**config.mk**
```make
export PLATFORM = sky130hd
export DESIGN_NAME = gals_dispatch_unit
export DESIGN_NICKNAME = d
export VERILOG_FILES = /design/src/rtl/gals_dispatch_unit.sv
export SDC_FILE = /design/constraint.sdc
export NUM_CORES = 1
export LEC_CHECK = 0
export ABC_AREA = 1
export CAP_MARGIN = 20
export CORE_MARGIN = 2
export CORE_UTILIZATION = 35
export CTS_CLUSTER_DIAMETER = 30
export DETAILED_ROUTE_END_ITERATION = 10
export HOLD_SLACK_MARGIN = 0.12
export PLACE_DENSITY_LB_ADDON = 0.05
export RECOVER_POWER = 50
export REMOVE_ABC_BUFFERS = 1
export SLEW_MARGIN = 20
export SYNTH_ARGS = -nofsm -noshare
export SYNTH_HDL_FRONTEND = slang
export SYNTH_SLANG_ARGS = --single-unit
```
**constraint.sdc**
```tcl
create_clock -name local_clk -period 1.6 [get_ports local_clk]
set_input_delay 0.32 -clock local_clk [delete_from_list [all_inputs] [get_ports local_clk]]
set_output_delay 0.32 -clock local_clk [all_outputs]
set_load 0.01 [all_outputs]
```
**src/rtl/gals_dispatch_unit.sv**
```systemverilog
// Timestep sequencer: broadcasts input spikes to the PE array, then
// handshakes each end-of-timestep with the GALS collector over AER req/ack.
module gals_dispatch_unit #(
    parameter  int IN_ADDR_W        = 8,
    parameter  int NUM_TIMESTEPS    = 16,
    parameter  int WATCHDOG_TIMEOUT = 10000,
    localparam int TS_W             = $clog2(NUM_TIMESTEPS) + 1,
    localparam int WD_W             = $clog2(WATCHDOG_TIMEOUT + 1)
) (
    input  logic                 local_clk,
    input  logic                 rst_n,
    input  logic                 i_start,
    input  logic                 i_evt_valid,
    input  logic [IN_ADDR_W-1:0] i_evt_addr,
    input  logic                 i_evt_null,
    input  logic                 i_evt_last,
    output logic                 o_evt_ready,
    output logic                 o_spike_valid,
    output logic [IN_ADDR_W-1:0] o_spike_addr,
    input  logic                 i_spike_ready,
    output logic                 o_aer_req,
    input  logic                 i_aer_ack,
    output logic [TS_W-1:0]      o_timestep,
    output logic [15:0]          o_spike_cnt,
    output logic                 o_done,
    output logic                 o_error,
    output logic                 o_busy
);

    typedef enum logic [2:0] {
        S_IDLE,
        S_FETCH,
        S_BCAST,
        S_SYNC,
        S_DONE,
        S_ERROR
    } state_e;

    localparam logic [TS_W-1:0] LAST_TS = TS_W'(NUM_TIMESTEPS - 1);
    localparam logic [WD_W-1:0] WD_LIM  = WD_W'(WATCHDOG_TIMEOUT - 1);

    state_e               state_q, state_d;
    logic [TS_W-1:0]      ts_q, ts_d;
    logic [15:0]          cnt_q, cnt_d;
    logic [WD_W-1:0]      wd_q, wd_d;
    logic [IN_ADDR_W-1:0] addr_q, addr_d;
    logic                 null_q, null_d;
    logic                 last_q, last_d;
    logic                 spike_valid_q, spike_valid_d;
    logic                 aer_req_q, aer_req_d;
    logic                 done_q, done_d;
    logic                 error_q, error_d;

    always_comb begin
        state_d = state_q;
        ts_d    = ts_q;
        cnt_d   = cnt_q;
        wd_d    = wd_q;
        addr_d  = addr_q;
        null_d  = null_q;
        last_d  = last_q;
        unique case (state_q)
            S_IDLE: begin
                if (i_start) begin
                    ts_d    = '0;
                    cnt_d   = '0;
                    wd_d    = '0;
                    addr_d  = '0;
                    null_d  = 1'b0;
                    last_d  = 1'b0;
                    state_d = S_FETCH;
                end
            end
            S_FETCH: begin
                if (i_evt_valid) begin
                    addr_d = i_evt_addr;
                    null_d = i_evt_null;
                    last_d = i_evt_last;
                    if (!i_evt_null) begin
                        state_d = S_BCAST;
                    end else if (i_evt_last) begin
                        state_d = S_SYNC;
                    end
                end
            end
            S_BCAST: begin
                if (i_spike_ready) begin
                    if (cnt_q != 16'hFFFF) begin
                        cnt_d = cnt_q + 16'd1;
                    end
                    state_d = last_q ? S_SYNC : S_FETCH;
                end
            end
            S_SYNC: begin
                // ack is checked first so an ack on the timeout edge wins
                if (i_aer_ack) begin
                    wd_d  = '0;
                    cnt_d = '0;
                    if (ts_q == LAST_TS) begin
                        state_d = S_DONE;
                    end else begin
                        ts_d    = ts_q + 1'b1;
                        state_d = S_FETCH;
                    end
                end else begin
                    wd_d = wd_q + 1'b1;
                    if (wd_q >= WD_LIM) begin
                        state_d = S_ERROR;
                    end
                end
            end
            S_DONE: begin
                state_d = S_IDLE;
            end
            S_ERROR: begin
                state_d = S_ERROR;
            end
            default: begin
                state_d = S_IDLE;
            end
        endcase
    end

    always_comb begin
        spike_valid_d = (state_d == S_BCAST);
        aer_req_d     = (state_d == S_SYNC);
        done_d        = (state_d == S_DONE);
        error_d       = error_q | (state_d == S_ERROR);
    end

    always_ff @(posedge local_clk or negedge rst_n) begin
        if (!rst_n) begin
            state_q       <= S_IDLE;
            ts_q          <= '0;
            cnt_q         <= '0;
            wd_q          <= '0;
            addr_q        <= '0;
            null_q        <= 1'b0;
            last_q        <= 1'b0;
            spike_valid_q <= 1'b0;
            aer_req_q     <= 1'b0;
            done_q        <= 1'b0;
            error_q       <= 1'b0;
        end else begin
            state_q       <= state_d;
            ts_q          <= ts_d;
            cnt_q         <= cnt_d;
            wd_q          <= wd_d;
            addr_q        <= addr_d;
            null_q        <= null_d;
            last_q        <= last_d;
            spike_valid_q <= spike_valid_d;
            aer_req_q     <= aer_req_d;
            done_q        <= done_d;
            error_q       <= error_d;
        end
    end

    assign o_evt_ready   = (state_q == S_FETCH);
    assign o_busy        = (state_q != S_IDLE);
    assign o_spike_valid = spike_valid_q;
    assign o_spike_addr  = addr_q;
    assign o_aer_req     = aer_req_q;
    assign o_timestep    = ts_q;
    assign o_spike_cnt   = cnt_q;
    assign o_done        = done_q;
    assign o_error       = error_q;

endmodule

```
* Word level (Yosys, flattened, before mapping)
Cells that the tools add are included.
** Operators by class
- Add/subtract/negate cells :: 3
- Multipliers :: 0
- Divide/modulo/power cells :: 0
- Magnitude comparators :: 1
- Equality and inequality tests :: 16
- Shift-type cells :: 0
- Mux-type cells :: 28
- Bitwise gates (word level) :: 1
- Reductions and logical operators :: 9
** Operators with widths (number)
- 2-to-1 mux 16 bit :: 4
- one-hot mux 16 bit (3 select lines) :: 1
- 2-to-1 mux 14 bit :: 2
- one-hot mux 14 bit (2 select lines) :: 1
- 2-to-1 mux 3 bit :: 8
- adder 16 x 1 -> 16 bit, second input constant :: 1
- 2-to-1 mux 8 bit :: 2
- != test 16 bit, second input constant :: 1
- one-hot mux 8 bit (2 select lines) :: 1
- 2-to-1 mux 5 bit :: 3
- one-hot mux 3 bit (5 select lines) :: 1
- adder 14 x 1 -> 14 bit, second input constant :: 1
- greater-or-equal comparator 14 bit, second input constant :: 1
- == test 3 x 2 -> 1 bit, second input constant :: 4
- != test 2 bit, second input constant :: 6
- one-hot mux 5 bit (2 select lines) :: 1
- == test 3 bit, second input constant :: 3
- nonzero test 3 bit :: 2
- adder 5 x 1 -> 5 bit, second input constant :: 1
- == test 5 x 4 -> 1 bit, second input constant :: 1
- AND reduction 5 bit :: 1
- AND reduction 4 bit :: 1
- nonzero test 2 bit :: 2
- == test 3 x 1 -> 1 bit, second input constant :: 1
- other kinds (7) :: 8
** Storage, ports and cells
- Flip-flop bits (word level) :: 51
- Bits in latches :: 0
- Bits in writable memories :: 0
- Bits in read-only memories :: 0
- Bits of input ports :: 16
- Memories kept :: 0

* Depth between registers and ports, before layout
- Word-level depth :: 6
- Gate-level depth with buffers :: 11
- Gate-level depth less buffers :: 10

* Least setup slack after synthesis
OpenSTA, ideal clock, no wires.
- Path kind :: reg-to-reg
- Start :: register cnt_q[0] (netlist: o_spike_cnt[0])
- End :: register cnt_q[11] (netlist: o_spike_cnt[11])
- Setup time :: 0.117 ns
- Data arrival time :: 1.540 ns
- Data required time :: 1.483 ns
- Slack :: -0.057 ns
- Cell stages (with the launch flop) :: 12
- Clock period less this slack :: 1.657 ns
- Path through :: dfrtp_1 ha_1 nand2_1 inv_1 nand2_1 nor2_2 nand3_1 nand2_4 nand2_4 buf_8 nand2_1 nand2_1
** On the way
- Cells in the longest elaborated chain, start to end :: 4
- Elaborated cells on any way between the ends :: 7
** Ends and longest elaborated chain
- from (decl) :: RTL line 44 : logic [15:0] cnt_q, cnt_d;
- from (signal assigned) :: RTL line 147 : cnt_q <= cnt_d;
- adder 16 x 1 -> 16 bit :: RTL line 89 : cnt_d = cnt_q + 16'd1;
- 2-to-1 mux 16 bit :: RTL line 88 : if (cnt_q != 16'hFFFF) begin
- 2-to-1 mux 16 bit :: RTL line 87 : if (i_spike_ready) begin
- one-hot mux 16 bit (3 select lines) :: RTL line 62 : unique case (state_q)
Parallel ways exist; a longest one is shown, timed or not. The select of a mux whose other input is x is not followed.
A chain may end at the register's enable or synchronous reset.

* Worst setup path after layout
- Start :: register cnt_q[1] (netlist: o_spike_cnt[1])
- End :: register cnt_q[1] (netlist: o_spike_cnt[1])
The elaborated chain is that of the path after synthesis.

==> results.py <==
metrics = {
    "status": {
        "outcome": "finished clean",
    },
    "clock_network": {
        "cts_tree": "built",
        "h-tree-depth": 2,
        "numCtsBuffers": 5,
        "cts_sinks": 51,
        "cts.clk_slew.worst_paths_ns": 0.09,
        "clock_tree.root_cell": "clkbuf_8",
        "clock_path_buffers": 2,
        "clock_latency_ns": 0.30,
    },
    "floorplanning": {
        "die-area_um2": 9190,
        "die_w_um": 95.9,
        "num_rows": 33,
        "num_io_pins": 51,
        "core_um2": 8220,
        "die_h_um": 95.9,
        "start_util_pct": 36.0,
    },
    "timing": {
        "clock-skew-final_ns": 0.00377,
        "maxSlewHeadroom_pct": 53.5,
        "hold_viol": 0,
        "rsz0062_at_grt": "yes",
        "setup_viol": 0,
        "fin_tns_setup_ns": 0,
        "period_share_pct": 97.6,
        "fin_crit_ns": 1.56,
        "hold_slack_ns": 0.480,
        "slew_violations": 0,
        "fmax_mhz": 641,
        "tightest_slew_ns": 0.697,
    },
    "global_route": {
        "grt_pass1_vias": 2744,
        "grt_max_degree": 52,
        "antenna_found_initial": 0,
        "grtUsageTotal_pct": 17.2,
        "grt_first_pass_wirelength_um": 12500,
        "gr-total-overflow": 0,
    },
    "final_layout": {
        "diodes": 0,
        "post-route-util_pct": 52.6,
        "drive_above_1_share_pct": 24.5,
        "fin_nets": 542,
        "syn2layout_area_growth_pct": 46.1,
        "filler_cell_count": 843,
        "regArea_um2": 1280,
        "multi_input_area_um2": 1600,
    },
    "routing": {
        "routed_via_density": 4.72,
        "top_layer": "met4",
        "drtIter0Drc": 104,
        "routedWlPerCell_um": 12.2,
        "wl_met1_um": 3650,
        "wl_met3_um": 266,
        "via_count": 2961,
        "routed_wl_um": 7630,
        "ant_nets": 0,
        "drc": 0,
        "wl_met2_um": 3640,
        "dr.pass1.iters": 4,
    },
    "synth": {
        "netlist_top_cells_count": "nand2_1 (108), nand3_1 (54), dfrtp_1 (51), nor2_1 (51), inv_1 (39)",
        "ys.flop_type": "dfrtp_1",
        "synth_area_um2": 2960,
        "yosysWarnings": 0,
        "synth_top_area_share_pct": 43.2,
        "synth.area.top_cells": "dfrtp_1 (43%), nand2_1 (14%), nand3_1 (9.1%)",
        "synth_edf_count": 0,
        "synth_cell_type_count": 30,
        "synthArstFlopShare_pct": 100,
        "avgSynthCellArea_um2": 7.39,
        "yosysMostFrequentCell": "nand2_1",
        "synth-seq-cells": 51,
        "synthCells": 400,
        "yosysSeqAreaShare_pct": 43.2,
        "yosys.area.top_type": "dfrtp_1",
    },
    "setup_path": {
        "regToRegSetupSlack_ns": 0.04,
        "crit_required_ns": 1.79,
        "arrival_ns": 1.76,
        "start_kind": "flip-flop",
        "critPathKind": "flip-flop to flip-flop",
        "crit_path_end_kind": "flip-flop",
        "crit_path_max_fanout": 6,
    },
    "hold_path": {
        "hold_path.class": "flip-flop to flip-flop",
    },
    "power_and_ir_drop": {
        "power.leakage_uw": 0.00206,
        "ir_worst_vdd_v": 0.000465,
        "p_total_uw": 5130,
        "p_per_area_nw_per_um2": 1190,
    },
    "placement": {
        "io_buffers": 50,
        "dpl.hpwl_um": 5530,
        "place_congestion": 0.853,
    },
    "run": {
        "drv_cap": 0,
    },
}
## cells by family (layout without fill, tap and decap cells)
kind of cell / Yosys count / after routing / synth area share [%]
buffers and inverters: 50 / 171 / 7.41
and+or+nand+nor: 248 / 249 / 38.0
adders and majority gates: 4 / 4 / 1.69
AOI/OAI and AO/OA: 39 / 39 / 7.32
DFF: 51 / 51 / 43.2
xor gates and xnor gates: 8 / 8 / 2.37
## flip-flops by register name, indices dropped and copies added, names as in the netlist
name,flops
o_timestep,5
last_q,1
state_q,3
o_done,1
o_error,1
o_spike_cnt,16
o_spike_addr,8
o_aer_req,1
wd_q,14
o_spike_valid,1
## final cells by class
type	count	area share, %
Multi-Input combinational cell	300	37.0
Inverter	42	3.94
Clock buffer	6	1.68
Clock inverter	1	0.695
Timing Repair Buffer	122	24.1
Sequential cell	51	29.5
Tap cell	105	3.04
## per-layer routing
metal	global-route usage (%)	vias up
li1	-	1543
met1	23.3	1365
met2	28.4	48
met3	2.51	5
met4	5.48	0
met5	0	-
## critical path, stage by stage, from the launching register on
cell and delay, ns:
dfrtp_1 0.37, ha_2 0.20, nand2_2 0.06, inv_2 0.07, nand2_4 0.07, nor2_4 0.12, nand3_2 0.09, nand2_4 0.18
buf_6 0.15, nor2_1 0.04, nand2_1 0.06, nand2_1 0.05
## path summary, 6_finish.rpt
path	startpoint	endpoint	cells after the start
setup / recovery	o_spike_cnt[1]	o_spike_cnt[1]	11
hold / removal	o_error	o_error	2
setup reg to reg	o_spike_cnt[1]	o_spike_cnt[1]	11
hold reg to reg	o_error	o_error	2
max in group asynchronous	rst_n	o_spike_cnt[0]	3
min in group asynchronous	rst_n	o_timestep[1]	3
## power breakdown
group	switching, µW	internal, µW
Sequential	103	1490
Clock	407	459
Combinational	1460	1210
Total	1970	3160
## stage by stage
step | instance area (µm²) | cells | setup WS (ns)
2_1_floorplan | 2900 | 392 | -0.562
3_3_place_gp | 3970 | 603 | -0.141
3_5_place_dp | 3970 | 603 | -0.168
4_1_cts | 4120 | 617 | -0.0600
5_1_grt | 4320 | 627 | -0.0740
6_report | 4320 | 627 | 0.0391
## cells in the final DEF, fill, tap and decap left out, drive strengths merged
cell	n
bufinv	1
clkbuf	11
dlygate4sd3	1
clkdlybuf4s25	3
a211oi	2
buf	69
nor3	10
inv	40
o21bai	3
a22o	1
ha	4
a21oi	12
nand3b	2
nor3b	1
o21ai	17
nand4	5
clkdlybuf4s50	32
nand3	58
dfrtp	51
xor2	8
nand2	117
dlygate4sd2	12
nor2	56
o22ai	4
clkinvlp	2
## repair_timing
item                       in CTS  in global routing
setup endpoints to repair      35                 39
gates resized for setup        22                 50
hold buffers                    1                  0
hold endpoints to repair       51                  0
setup buffers                   7                  8
cloned                          0                  2
pin swaps                       3                 17
Note: power is estimated with default switching activity, not from simulation.
